===== src/rtl/divisor_secuencial_nbit_if.sv =====
// Request/result bundle for the sequential N-bit divider.
// Ports (master drives request, slave drives result):
//   start, signed_mode, dividend[N], divisor[N]                   -> slave
//   quotient[N], remainder[N], busy, done, div_by_zero, overflow  -> master
interface divisor_secuencial_nbit_if #(
  parameter int N = 8
);
  logic         start;
  logic         signed_mode;
  logic [N-1:0] dividend;
  logic [N-1:0] divisor;
  logic [N-1:0] quotient;
  logic [N-1:0] remainder;
  logic         busy;
  logic         done;
  logic         div_by_zero;
  logic         overflow;

  modport master (
    output start, signed_mode, dividend, divisor,
    input  quotient, remainder, busy, done, div_by_zero, overflow
  );

  modport slave (
    input  start, signed_mode, dividend, divisor,
    output quotient, remainder, busy, done, div_by_zero, overflow
  );
endinterface


===== src/rtl/divisor_secuencial_nbit.sv =====
// Restoring radix-2 divider, one quotient bit per clock, unsigned or signed.
// Latency: accept edge to done high is N+1 clocks, or 1 clock for divide-by-zero.
// Backpressure: none; start is only sampled in IDLE, ignored while busy.
// Ports: clk, rst (async, active-high), bus (slave modport):
//   in  start, signed_mode, dividend, divisor
//   out quotient, remainder (held until next completion), busy, done (1-cycle pulse),
//       div_by_zero, overflow (valid with done, held until next accept)
module divisor_secuencial_nbit #(
  parameter int N = 8
) (
  input logic                      clk,
  input logic                      rst,
  divisor_secuencial_nbit_if.slave bus
);

  localparam int           CW      = $clog2(N);
  localparam logic [N-1:0] MIN_NEG = {1'b1, {(N-1){1'b0}}};

  typedef enum logic [1:0] {
    IDLE = 2'd0,
    CALC = 2'd1,
    FIX  = 2'd2
  } state_t;

  state_t        state_q, state_d;
  logic [N:0]    r_q, r_d;          // partial remainder, one guard bit wide
  logic [N-1:0]  q_q, q_d;          // dividend bits shifting out, quotient bits shifting in
  logic [N-1:0]  d_q, d_d;          // divisor magnitude
  logic [CW-1:0] cnt_q, cnt_d;
  logic          neg_quo_q, neg_quo_d;
  logic          neg_rem_q, neg_rem_d;
  logic          ovf_pend_q, ovf_pend_d;
  logic [N-1:0]  quotient_q, quotient_d;
  logic [N-1:0]  remainder_q, remainder_d;
  logic          busy_q, busy_d;
  logic          done_q, done_d;
  logic          dz_q, dz_d;
  logic          ovf_q, ovf_d;

  logic [N:0]    r_shift;
  logic [N+1:0]  trial;
  logic [N-1:0]  a_abs, b_abs;
  logic [N-1:0]  q_fix, r_fix;

  always_comb begin
    state_d     = state_q;
    r_d         = r_q;
    q_d         = q_q;
    d_d         = d_q;
    cnt_d       = cnt_q;
    neg_quo_d   = neg_quo_q;
    neg_rem_d   = neg_rem_q;
    ovf_pend_d  = ovf_pend_q;
    quotient_d  = quotient_q;
    remainder_d = remainder_q;
    busy_d      = busy_q;
    done_d      = 1'b0;
    dz_d        = dz_q;
    ovf_d       = ovf_q;

    // The shifted remainder can reach 2*D-1, so the subtract carries one extra
    // bit beyond R to expose the sign even for the largest unsigned divisor.
    r_shift = {r_q[N-1:0], q_q[N-1]};
    trial   = {1'b0, r_shift} - {2'b00, d_q};

    a_abs = (bus.signed_mode && bus.dividend[N-1]) ? -bus.dividend : bus.dividend;
    b_abs = (bus.signed_mode && bus.divisor[N-1])  ? -bus.divisor  : bus.divisor;

    q_fix = neg_quo_q ? -q_q : q_q;
    r_fix = neg_rem_q ? -r_q[N-1:0] : r_q[N-1:0];

    case (state_q)
      IDLE: begin
        if (bus.start) begin
          busy_d     = 1'b1;
          ovf_d      = 1'b0;
          dz_d       = (bus.divisor == '0);
          ovf_pend_d = bus.signed_mode && (bus.dividend == MIN_NEG) && (bus.divisor == '1);
          // Quotient sign follows the XOR of operand signs; remainder follows the dividend.
          neg_quo_d  = bus.signed_mode && (bus.dividend[N-1] ^ bus.divisor[N-1]);
          neg_rem_d  = bus.signed_mode && bus.dividend[N-1];
          if (bus.divisor == '0) begin
            state_d = FIX;
          end else begin
            q_d     = a_abs;
            d_d     = b_abs;
            r_d     = '0;
            cnt_d   = CW'(N - 1);
            state_d = CALC;
          end
        end
      end

      CALC: begin
        if (!trial[N+1]) begin
          r_d = trial[N:0];
          q_d = {q_q[N-2:0], 1'b1};
        end else begin
          r_d = r_shift;
          q_d = {q_q[N-2:0], 1'b0};
        end
        cnt_d = cnt_q - CW'(1);
        if (cnt_q == '0) begin
          state_d = FIX;
        end
      end

      FIX: begin
        state_d = IDLE;
        busy_d  = 1'b0;
        done_d  = 1'b1;
        if (dz_q) begin
          quotient_d  = '0;
          remainder_d = '0;
        end else if (ovf_pend_q) begin
          quotient_d  = MIN_NEG;
          remainder_d = '0;
          ovf_d       = 1'b1;
        end else begin
          quotient_d  = q_fix;
          remainder_d = r_fix;
        end
      end

      default: begin
        state_d = IDLE;
      end
    endcase
  end

  always_ff @(posedge clk or posedge rst) begin
    if (rst) begin
      state_q     <= IDLE;
      r_q         <= '0;
      q_q         <= '0;
      d_q         <= '0;
      cnt_q       <= '0;
      neg_quo_q   <= 1'b0;
      neg_rem_q   <= 1'b0;
      ovf_pend_q  <= 1'b0;
      quotient_q  <= '0;
      remainder_q <= '0;
      busy_q      <= 1'b0;
      done_q      <= 1'b0;
      dz_q        <= 1'b0;
      ovf_q       <= 1'b0;
    end else begin
      state_q     <= state_d;
      r_q         <= r_d;
      q_q         <= q_d;
      d_q         <= d_d;
      cnt_q       <= cnt_d;
      neg_quo_q   <= neg_quo_d;
      neg_rem_q   <= neg_rem_d;
      ovf_pend_q  <= ovf_pend_d;
      quotient_q  <= quotient_d;
      remainder_q <= remainder_d;
      busy_q      <= busy_d;
      done_q      <= done_d;
      dz_q        <= dz_d;
      ovf_q       <= ovf_d;
    end
  end

  assign bus.quotient    = quotient_q;
  assign bus.remainder   = remainder_q;
  assign bus.busy        = busy_q;
  assign bus.done        = done_q;
  assign bus.div_by_zero = dz_q;
  assign bus.overflow    = ovf_q;

endmodule


===== src/flat_wrapper.sv =====
// flat-port wrapper written by rule: the top's interface ports become plain ports
module divisor_secuencial_nbit_flat 
#(
  parameter int N = 8
)
  (clk, rst, bus_start, bus_signed_mode, bus_dividend, bus_divisor, bus_quotient, bus_remainder, bus_busy, bus_done, bus_div_by_zero, bus_overflow);
  divisor_secuencial_nbit_if #(.N(N)) bus_i ();
  input logic clk;
  input logic rst;
  input wire logic [$bits(bus_i.start)-1:0] bus_start;
  input wire logic [$bits(bus_i.signed_mode)-1:0] bus_signed_mode;
  input wire logic [$bits(bus_i.dividend)-1:0] bus_dividend;
  input wire logic [$bits(bus_i.divisor)-1:0] bus_divisor;
  output wire logic [$bits(bus_i.quotient)-1:0] bus_quotient;
  output wire logic [$bits(bus_i.remainder)-1:0] bus_remainder;
  output wire logic [$bits(bus_i.busy)-1:0] bus_busy;
  output wire logic [$bits(bus_i.done)-1:0] bus_done;
  output wire logic [$bits(bus_i.div_by_zero)-1:0] bus_div_by_zero;
  output wire logic [$bits(bus_i.overflow)-1:0] bus_overflow;
  assign bus_i.start = bus_start;
  assign bus_i.signed_mode = bus_signed_mode;
  assign bus_i.dividend = bus_dividend;
  assign bus_i.divisor = bus_divisor;
  assign bus_quotient = bus_i.quotient;
  assign bus_remainder = bus_i.remainder;
  assign bus_busy = bus_i.busy;
  assign bus_done = bus_i.done;
  assign bus_div_by_zero = bus_i.div_by_zero;
  assign bus_overflow = bus_i.overflow;
  divisor_secuencial_nbit #(.N(N)) u_core (.clk(clk), .rst(rst), .bus(bus_i));
endmodule

===== config.mk =====
export PLATFORM = sky130hd
export DESIGN_NAME = divisor_secuencial_nbit_flat
export DESIGN_NICKNAME = d
export VERILOG_FILES = /design/src/rtl/divisor_secuencial_nbit_if.sv /design/src/rtl/divisor_secuencial_nbit.sv /design/src/flat_wrapper.sv
export SDC_FILE = /design/constraint.sdc
export NUM_CORES = 1
export LEC_CHECK = 0
export CAP_MARGIN = 20
export CORE_ASPECT_RATIO = 0.7
export CORE_MARGIN = 3
export CORE_UTILIZATION = 48
export CTS_BUF_LIST = sky130_fd_sc_hd__clkbuf_16
export CTS_CLUSTER_DIAMETER = 120
export DETAILED_ROUTE_END_ITERATION = 12
export PLACE_DENSITY = 0.77
export RECOVER_POWER = 25
export SYNTH_ARGS = -nofsm -noshare
export SYNTH_HDL_FRONTEND = slang
export SYNTH_SLANG_ARGS = --single-unit

===== constraint.sdc =====
create_clock -name clk -period 2.4 [get_ports clk]
set_input_delay 0.6 -clock clk [delete_from_list [all_inputs] [get_ports clk]]
set_output_delay 0.6 -clock clk [all_outputs]
set_load 0.05 [all_outputs]

==> impl_metrics.py, run 1 <==
metrics = {
    "placed_design": {
        "pre_cts_ws_ns": -0.0932,
        "portBuffers": 39,
        "post-dp-hpwl_mm": 5.55,
        "globalplace.congestion": 0.840,
    },
    "yosys": {
        "yosys.area.top_type": "dfrtp_1",
        "synth_edf_count": 0,
        "synth_nets": 377,
        "netlist_top_cells_count": "52 x dfrtp_1, 47 x nand2_1, 24 x inv_1",
        "ys_seq_area_frac": 0.418,
        "yosys-top-cells-area": "dfrtp_1 42%, ha_1 6.0%, nand2_1 5.7%",
        "syn-cell-area_um2": 3120,
        "synth_seq_cells": 52,
        "syn_area_per_cell_um2": 9.14,
        "synth_top_area_frac": 0.418,
        "synth_flop_cell": "dfrtp_1",
        "synth_most_common_cell": "dfrtp_1",
        "async_flop_share": 1.00,
        "synthCells": 341,
        "yosysUniqueCellTypes": 52,
        "yosysWarnings": 0,
    },
    "timing": {
        "max_freq_mhz": 438,
        "slew_viol_final": 0,
        "setup_tns_ns": 0,
        "hold_viol_final": 0,
        "tightest_slew_ns": 1.30,
        "skew_ns": 0.00998,
        "slew_headroom": 0.136,
        "post-route-min-period_ns": 2.28,
        "finalCritPeriodShare": 0.952,
        "whs_ns": 0.481,
        "fin_ws_ns": 0.115,
        "setup_viol": 0,
        "rsz0062_at_grt": "no",
    },
    "routing": {
        "drtIter0Drc": 225,
        "vias": 2715,
        "wire_per_inst_um": 15.1,
        "drt_wl_total_mm": 7.34,
        "drtPass1Iterations": 4,
        "drc": 0,
        "ant_nets": 0,
        "viasPerCell": 5.57,
    },
    "worst_setup_path": {
        "cp-start-kind": "flop",
        "r2r_cells": 9,
        "r2r-start": "u_core.q_q[7]",
        "rr_endpoint": "u_core.r_q[6]",
        "startpoint": "u_core.q_q[7]",
        "critPathMaxFanout": 2,
        "arrival_ns": 2.44,
        "criticalPathCategory": "reg -> reg",
        "worstSetupEndpointType": "flop",
        "cp_data_required_time_ns": 2.55,
        "r2r_slack_ns": 0.12,
    },
    "power_and_ir_drop": {
        "p_comb_frac": 0.607,
        "peakVddDrop_v": 0.000510,
        "p_per_area_nw_per_um2": 1470,
        "netSwitchingFraction": 0.454,
        "pwr-share-clk": 0.119,
        "power_frac_seq": 0.274,
        "leakage_nw": 1.80,
        "p_int_w": 0.00320,
        "p_switching_w": 0.00266,
    },
    "clock_network": {
        "cts.sinks": 52,
        "cts.path.max_buffers": 2,
        "cts_tree": "done",
        "numCtsBuffers": 5,
        "cts_root_buffer": "clkbuf_16",
        "cts_setup_buffers": 0,
        "clock_latency_ns": 0.29,
        "ctsHtreeMaxLevel": 2,
        "clkTransAtPathRegs_ns": 0.07,
    },
    "die": {
        "design.die.area_um2": 7510,
        "start_util": 0.520,
        "die-height_um": 73.4,
        "core_region_area_um2": 5990,
        "num_rows": 23,
        "io_pins": 40,
        "die_w_um": 102,
    },
    "run": {
        "drv_cap": 0,
    },
    "final_layout": {
        "final_nets": 447,
        "antenna_cells": 0,
        "area_delta_synth_final_pct": 27.6,
        "drive_above_1_share": 0.148,
    },
    "grt": {
        "grt_pass1_vias": 2645,
        "grt_pass1_wl_mm": 12.7,
        "grt_max_degree": 53,
        "grt.overflow.total": 0,
        "antenna_found_initial": 0,
        "track_usage": 0.216,
    },
    "min_path": {
        "hold_path_end": "u_core.cnt_q[0]",
        "holdPathStages": 1,
        "hold_class": "reg -> reg",
        "hp-start": "u_core.cnt_q[0]",
    },
    "status": {
        "outcome": "completed",
    },
}
what timing repair did:
action                     in CTS  in global routing
gates resized for setup         2                  3
setup endpoints to repair       1                  7
gates cloned                    0                  0
hold buffers                    0                  0
worst max-delay path by stage:
| stage | endpoint | slack [ns] |
|---|---|---|
| finish | u_core.r_q[6] | 0.12 |
| global route | u_core.r_q[6] | 0.006 |
| CTS | u_core.r_q[6] | 0.01 |
| detailed placement | u_core.q_q[1] | -0.09 |
| global placement | u_core.r_q[1] | -0.01 |
| floorplan | u_core.r_q[6] | 0.31 |
stage by stage:
step	power, W	utilization	cell area, µm²	std cells
floorplan	0.00402	-	3120	341
global placement	0.00497	0.640	3830	479
detailed placement	0.00509	0.640	3830	479
CTS	0.00584	0.665	3980	487
global route	0.00635	0.664	3980	487
finish	0.00586	0.664	3980	487
per-layer routing:
layer | vias to the layer above | global-route usage | wire length, µm
met1 | 1288 | 0.312 | 3640
met2 | 84 | 0.346 | 3200
met3 | 9 | 0.0342 | 445
met4 | 0 | 0.0466 | 49
li1 | 1334 | - | -
met5 | - | 0 | 0
final cells by class:
class	count	area, µm²
multi-input combinational	255	1700
fill	502	2010
inverter	24	90.1
sequential	52	1300
timing repair buffer	73	643
clock buffer	5	125
clock inverter	3	20.0
tap	75	93.8
power by group through the flow:
stage | Combinational [W] | Clock [W] | Sequential, W
floorplan | 0.00204 | 0 | 0.00198
global placement | 0.00338 | 0 | 0.00159
detailed placement | 0.00348 | 0 | 0.00161
CTS | 0.00354 | 0.000708 | 0.00160
global route | 0.00394 | 0.000748 | 0.00166
finish | 0.00356 | 0.000700 | 0.00161
cell usage in the layout (no fill, tap or decap), types with 7 or more instances in the layout:
cell / count
xor2_1: 19
a21oi_1: 19
o21ai_0: 22
nand3_1: 9
clkdlybuf4s50_1: 38
ha_1: 15
o21ai_1: 16
nor2_1: 23
nand2_1: 47
inv_1: 24
dfrtp_1: 52
buf_4: 33
xnor2_1: 8
mux2i_1: 7
nor3_1: 7
registers in the layout, summed over array words and instances (netlist names), 2 cells and up:
name / cells
u_core.bus.quotient: 8
u_core.cnt_q: 3
u_core.bus.remainder: 8
u_core.d_q: 8
u_core.r_q: 8
u_core.state_q: 2
u_core.q_q: 8
kinds of logic (layout without fill, tap and decap cells):
family	after synthesis	after routing	synth area share
flops	52	52	0.418
mux	10	10	0.0357
fa+ha+maj	16	16	0.0667
simple gates	114	114	0.180
buf+inv	34	105	0.0414
xor+xnor	27	27	0.0759
compound gates	88	88	0.183
worst max-delay path: stages (launching register included):
cell	delay, ns
dfrtp_1	0.36
inv_1	0.07
ha_1	0.21
fa_2	0.37
nor2b_2	0.15
o211ai_1	0.13
mux2_2	0.30
a2111oi_2	0.33
buf_4	0.16
o21ai_1	0.07
Note: power is estimated with default switching activity, not from simulation.
==> inputs of run 2 (changes only) <==
DONT_BUFFER_PORTS = 1   (was default)
PLACE_DENSITY = 0.73   (was 0.77)
==> run 2 against run 1 <==
Net effect: sequential share of layout area grew 5.0 points; clock power rose by 17%; first-iteration DRC count grew 3.1%; critical endpoint unchanged; largest power group unchanged.
==> impl_metrics.py, run 2 (synthesis gave the netlist of run 1 again) <==
metrics = {
    "clock_network": {
        "clkTransAtPathRegs_ns": 0.07,
        "ctsHtreeMaxLevel": 2,
        "cts_tree": "done",
        "cts.sinks": 52,
        "clock_latency_ns": 0.29,
        "cts.path.max_buffers": 2,
        "hold_buffers": 0,
        "numCtsBuffers": 5,
        "cts_root_buffer": "clkbuf_16",
    },
    "die": {
        "num_rows": 23,
        "die_w_um": 102,
        "core_region_area_um2": 5990,
        "design.die.area_um2": 7510,
        "start_util": 0.520,
        "io_pins": 40,
        "die-height_um": 73.4,
    },
    "power_and_ir_drop": {
        "peakVddDrop_v": 0.000777,
        "finalPower_w": 0.00565,
        "leakage_nw": 1.56,
        "p_per_area_nw_per_um2": 1640,
    },
    "timing": {
        "hold_viol_final": 0,
        "fin_ws_ns": 0.111,
        "tightest_slew_ns": 0.922,
        "slew_headroom": 0.385,
        "post-route-min-period_ns": 2.29,
        "finalCritPeriodShare": 0.954,
        "skew_ns": 0.00269,
        "slew_viol_final": 0,
        "rsz0062_at_grt": "no",
        "max_freq_mhz": 437,
        "setup_viol": 0,
    },
    "final_layout": {
        "final_cell_mix": "52 x dfrtp_1, 47 x nand2_1, 25 x inv_1, 23 x nor2_1, 22 x o21ai_0",
        "antenna_cells": 0,
        "final_nets": 386,
        "fin_area_um2": 3440,
        "drive_above_1_share": 0.103,
        "layout_commonest_cell": "dfrtp_1",
        "area_delta_synth_final_pct": 10.6,
    },
    "placed_design": {
        "post-dp-hpwl_mm": 5.37,
        "placed_area_um2": 3260,
        "portBuffers": 0,
        "pre_cts_ws_ns": -0.00148,
        "globalplace.congestion": 0.881,
    },
    "status": {
        "outcome": "completed",
    },
    "worst_setup_path": {
        "criticalPathCategory": "reg -> reg",
        "crit_path_max_incr_delay_ns": 0.40,
        "worstSetupEndpointType": "flop",
        "worst_path_max_delay_cell": "fa_1",
        "path_cells": "inv_1, ha_1, fa_1, nor2b_1, o211ai_1, mux2_2, a2111oi_4, o21ai_1",
        "cp_data_required_time_ns": 2.57,
        "cp-start-kind": "flop",
        "arrival_ns": 2.46,
        "critPathMaxFanout": 3,
    },
    "grt": {
        "grt.overflow.total": 0,
        "track_usage": 0.203,
        "grt_pass1_vias": 2361,
        "antenna_found_initial": 0,
        "grt_pass1_wl_mm": 11.8,
        "grt_max_degree": 28,
    },
    "routing": {
        "drtIter0Drc": 232,
        "vias": 2436,
        "ant_nets": 0,
        "drtPass1Iterations": 4,
        "drc": 0,
        "viasPerCell": 5.72,
        "drt_wl_total_mm": 7.01,
        "wire_per_inst_um": 16.4,
    },
    "run": {
        "drv_cap": 0,
    },
    "min_path": {
        "hold_class": "in -> async",
    },
}
## run 2: cell types whose count changed in the layout (fill, tap and decap cells not counted), sizes merged
cell / change
buf: -22
bufinv: +1
clkdlybuf4s50: -38
clkinv: -2
clkinvlp: -1
dlygate4sd3: -1
inv: +2
## run 2: repair_timing
item	in CTS	in global routing
hold endpoints to repair	0	0
gates resized for setup	1	2
endpoints found under the setup margin	1	1
pin swaps	0	0
gates cloned	0	0
buffers inserted	0	2
## run 2: per-layer routing
layer | global-route usage | vias to the layer above | share of wire
li1 | - | 1208 | -
met1 | 0.303 | 1142 | 0.50
met2 | 0.276 | 78 | 0.40
met3 | 0.0636 | 8 | 0.092
met4 | 0.0611 | 0 | 0.012
met5 | 0 | - | 0
## run 2: path summary, 6_finish.rpt
| kind | to | slack, ns | from | cells after the start |
|---|---|---|---|---|
| setup / recovery | u_core.r_q[6] | 0.11 | u_core.q_q[7] | 8 |
| hold / removal | u_core.bus.quotient[6] | 0.39 | rst | 1 |
| setup reg to reg | u_core.r_q[6] | 0.11 | u_core.q_q[7] | 8 |
| hold reg to reg | u_core.cnt_q[0] | 0.48 | u_core.cnt_q[0] | 1 |
| max in group asynchronous | u_core.neg_quo_q | 0.83 | rst | 2 |
| min in group clk | u_core.neg_quo_q | 0.43 | bus_signed_mode | 2 |
## run 2: layout make-up
cell class	count	area, µm²
fillers	544	2540
multi-input cells	255	1700
flip-flops and latches	52	1300
clock buffers	5	125
well taps	75	93.8
inverters	24	90.1
repair buffers	12	87.6
clock inverters	3	42.5
## run 2: critical path: cells and delay by family (launching register included)
kind,cells,cell delay [ns]
multiplexers,1,0.33
AND/OR/NAND/NOR,1,0.17
flip-flops,1,0.38
AO/OA/AOI/OAI,3,0.62
buffers and inverters,1,0.07
adder cells (fa/ha/maj),2,0.60
## run 2: power breakdown
part / total, W / switching (W) / internal, W
logic: 0.00273 / 0.00149 / 0.00124
clock network: 0.000822 / 0.000330 / 0.000493
registers: 0.00210 / 0.000838 / 0.00126
## run 2: stage by stage
step | utilization | std cells | hold slack, ns | setup TNS, ns
6_report | 0.575 | 426 | 0.394 | 0
5_1_grt | 0.575 | 426 | 0.439 | 0
4_1_cts | 0.573 | 424 | 0.247 | 0
3_5_place_dp | 0.544 | 416 | 0.468 | -0.00148
3_3_place_gp | 0.544 | 416 | 0.450 | 0
2_1_floorplan | - | 341 | 0.440 | 0
==> inputs of run 3 (changes only) <==
CORE_UTILIZATION = 50   (was 48)
PLACE_DENSITY = 0.75   (was 0.73)
==> run 3 against run 2 <==
Net effect: sequential power barely moved; largest power group unchanged; critical endpoint unchanged; hold slack improved by 0.056 ns; power fell by 3.2%; largest cell class unchanged; worst setup slack improved by 0.019 ns; maximum frequency rose by 0.82%; global-route usage fell by 0.14 points.
==> impl_metrics.py, run 3 (synthesis gave the netlist of run 1 again) <==
metrics = {
    "timing": {
        "setup_viol": 0,
        "slew_headroom": 0.0985,
        "max_freq_mhz": 440,
        "finalCritPeriodShare": 0.946,
        "whs_ns": 0.450,
        "tightest_slew_ns": 1.35,
        "skew_ns": 0.00358,
        "hold_viol_final": 0,
        "rsz0062_at_grt": "no",
        "post-route-min-period_ns": 2.27,
        "setup_tns_ns": 0,
        "slew_viol_final": 0,
    },
    "clock_network": {
        "clkTransAtPathRegs_ns": 0.07,
        "cts_root_buffer": "clkbuf_16",
        "cts.path.max_buffers": 2,
        "cts.sinks": 52,
        "numCtsBuffers": 5,
        "clock_latency_ns": 0.29,
        "cts_setup_buffers": 0,
        "cts_resized": 0,
        "cts_tree": "done",
        "ctsHtreeMaxLevel": 2,
        "hold_buffers": 0,
    },
    "placed_design": {
        "globalplace.congestion": 0.921,
        "portBuffers": 0,
        "placed_area_um2": 3270,
        "post-dp-hpwl_mm": 5.51,
    },
    "die": {
        "die-height_um": 72.0,
        "core_region_area_um2": 5870,
        "io_pins": 40,
        "die_w_um": 100,
        "design.die.area_um2": 7230,
        "num_rows": 23,
        "start_util": 0.531,
    },
    "worst_setup_path": {
        "worstSetupEndpointType": "flop",
        "criticalPathCategory": "reg -> reg",
        "r2r_cells": 8,
        "cp_data_required_time_ns": 2.56,
        "worst_path_max_delay_cell": "dfrtp_1",
        "cp-start-kind": "flop",
        "crit_path_max_incr_delay_ns": 0.40,
        "critPathMaxFanout": 3,
        "path_cells": "inv_1, ha_1, fa_1, nor2b_1, o211ai_1, mux2_2, a2111oi_2, o21ai_1",
        "arrival_ns": 2.43,
    },
    "routing": {
        "drc": 0,
        "wire_per_inst_um": 16.4,
        "ant_nets": 0,
        "vias": 2429,
        "viasPerCell": 5.69,
        "drtIter0Drc": 164,
        "drt_wl_total_mm": 7.00,
        "drtPass1Iterations": 5,
    },
    "final_layout": {
        "final_util": 0.582,
        "register_area_um2": 1300,
        "layout_commonest_cell": "dfrtp_1",
        "drive_above_1_share": 0.105,
        "multi_input_area_um2": 1690,
        "final_nets": 387,
        "fillers": 520,
        "area_delta_synth_final_pct": 9.76,
        "fin_area_um2": 3420,
        "antenna_cells": 0,
        "final_cell_mix": "52 x dfrtp_1, 47 x nand2_1, 25 x inv_1, 23 x nor2_1, 22 x o21ai_0",
    },
    "grt": {
        "grtUsageMet1": 0.303,
        "grt_util_met2": 0.286,
        "busiest_layer": "met1",
        "antenna_found_initial": 0,
        "grt_max_degree": 38,
        "grt_pass1_vias": 2324,
        "grt.overflow.total": 0,
        "track_usage": 0.201,
        "grt_pass1_wl_mm": 11.5,
        "gr-usage-met3": 0.0634,
    },
    "min_path": {
        "hold_class": "in -> reg",
        "holdPathStages": 2,
    },
    "power_and_ir_drop": {
        "p_per_area_nw_per_um2": 1600,
        "peakVddDrop_v": 0.000611,
        "leakage_nw": 1.55,
        "finalPower_w": 0.00547,
    },
    "status": {
        "outcome": "completed",
    },
    "run": {
        "drv_cap": 0,
    },
}
==> run 3: changes by cell type in the layout (fill, tap and decap cells not counted) <==
cell | previous run | this run
clkinvlp_4 | 0 | 1
buf_4 | 11 | 13
bufinv_16 | 1 | 0
a2111oi_4 | 2 | 1
clkinv_4 | 0 | 1
a2111oi_2 | 0 | 1
inv_6 | 1 | 0
clkbuf_2 | 1 | 0
==> run 3: routing by layer <==
metal,share of wire,vias to the layer above
li1,-,1207
met1,0.50,1146
met2,0.41,72
met3,0.095,4
met4,0.0030,0
met5,0,-
==> run 3: power breakdown <==
group          internal (W)  total [W]  switching (W)  leakage [nW]
Clock              0.000385   0.000700       0.000315        0.0712
Sequential          0.00126    0.00208       0.000818         0.647
Combinational       0.00121    0.00269        0.00148         0.834
==> run 3: final cells by class <==
| type | count | share of cell area |
|---|---|---|
| clock inverter | 3 | 0.00585 |
| multi-input combinational | 255 | 0.495 |
| sequential | 52 | 0.381 |
| tap | 75 | 0.0274 |
| inverter | 24 | 0.0263 |
| clock buffer | 5 | 0.0366 |
| timing repair buffer | 13 | 0.0285 |
==> run 3: final timing paths <==
check | start | to | slack, ns
setup reg to reg | u_core.q_q[7] | u_core.r_q[6] | 0.13
max in group asynchronous | rst | u_core.d_q[6] | 0.99
hold / removal | bus_signed_mode | u_core.neg_quo_q | 0.45
setup / recovery | u_core.q_q[7] | u_core.r_q[6] | 0.13
hold reg to reg | u_core.cnt_q[0] | u_core.cnt_q[0] | 0.48
min in group asynchronous | rst | u_core.bus.quotient[2] | 0.59
==> run 3: stage by stage <==
| stage | worst slack (ns) | std cells |
|---|---|---|
| 2_1_floorplan | 0.314 | 341 |
| 3_3_place_gp | 0.225 | 419 |
| 3_5_place_dp | 0.120 | 419 |
| 4_1_cts | 0.105 | 427 |
| 5_1_grt | 0.0164 | 427 |
| 6_report | 0.129 | 427 |
==> run 3: critical path, delay by kind of cell (launching register included) <==
kind / cells / cell delay, ns
mux: 1 / 0.31
simple gates: 1 / 0.15
fa+ha+maj: 2 / 0.60
compound gates: 3 / 0.60
flops: 1 / 0.40
buf+inv: 1 / 0.08
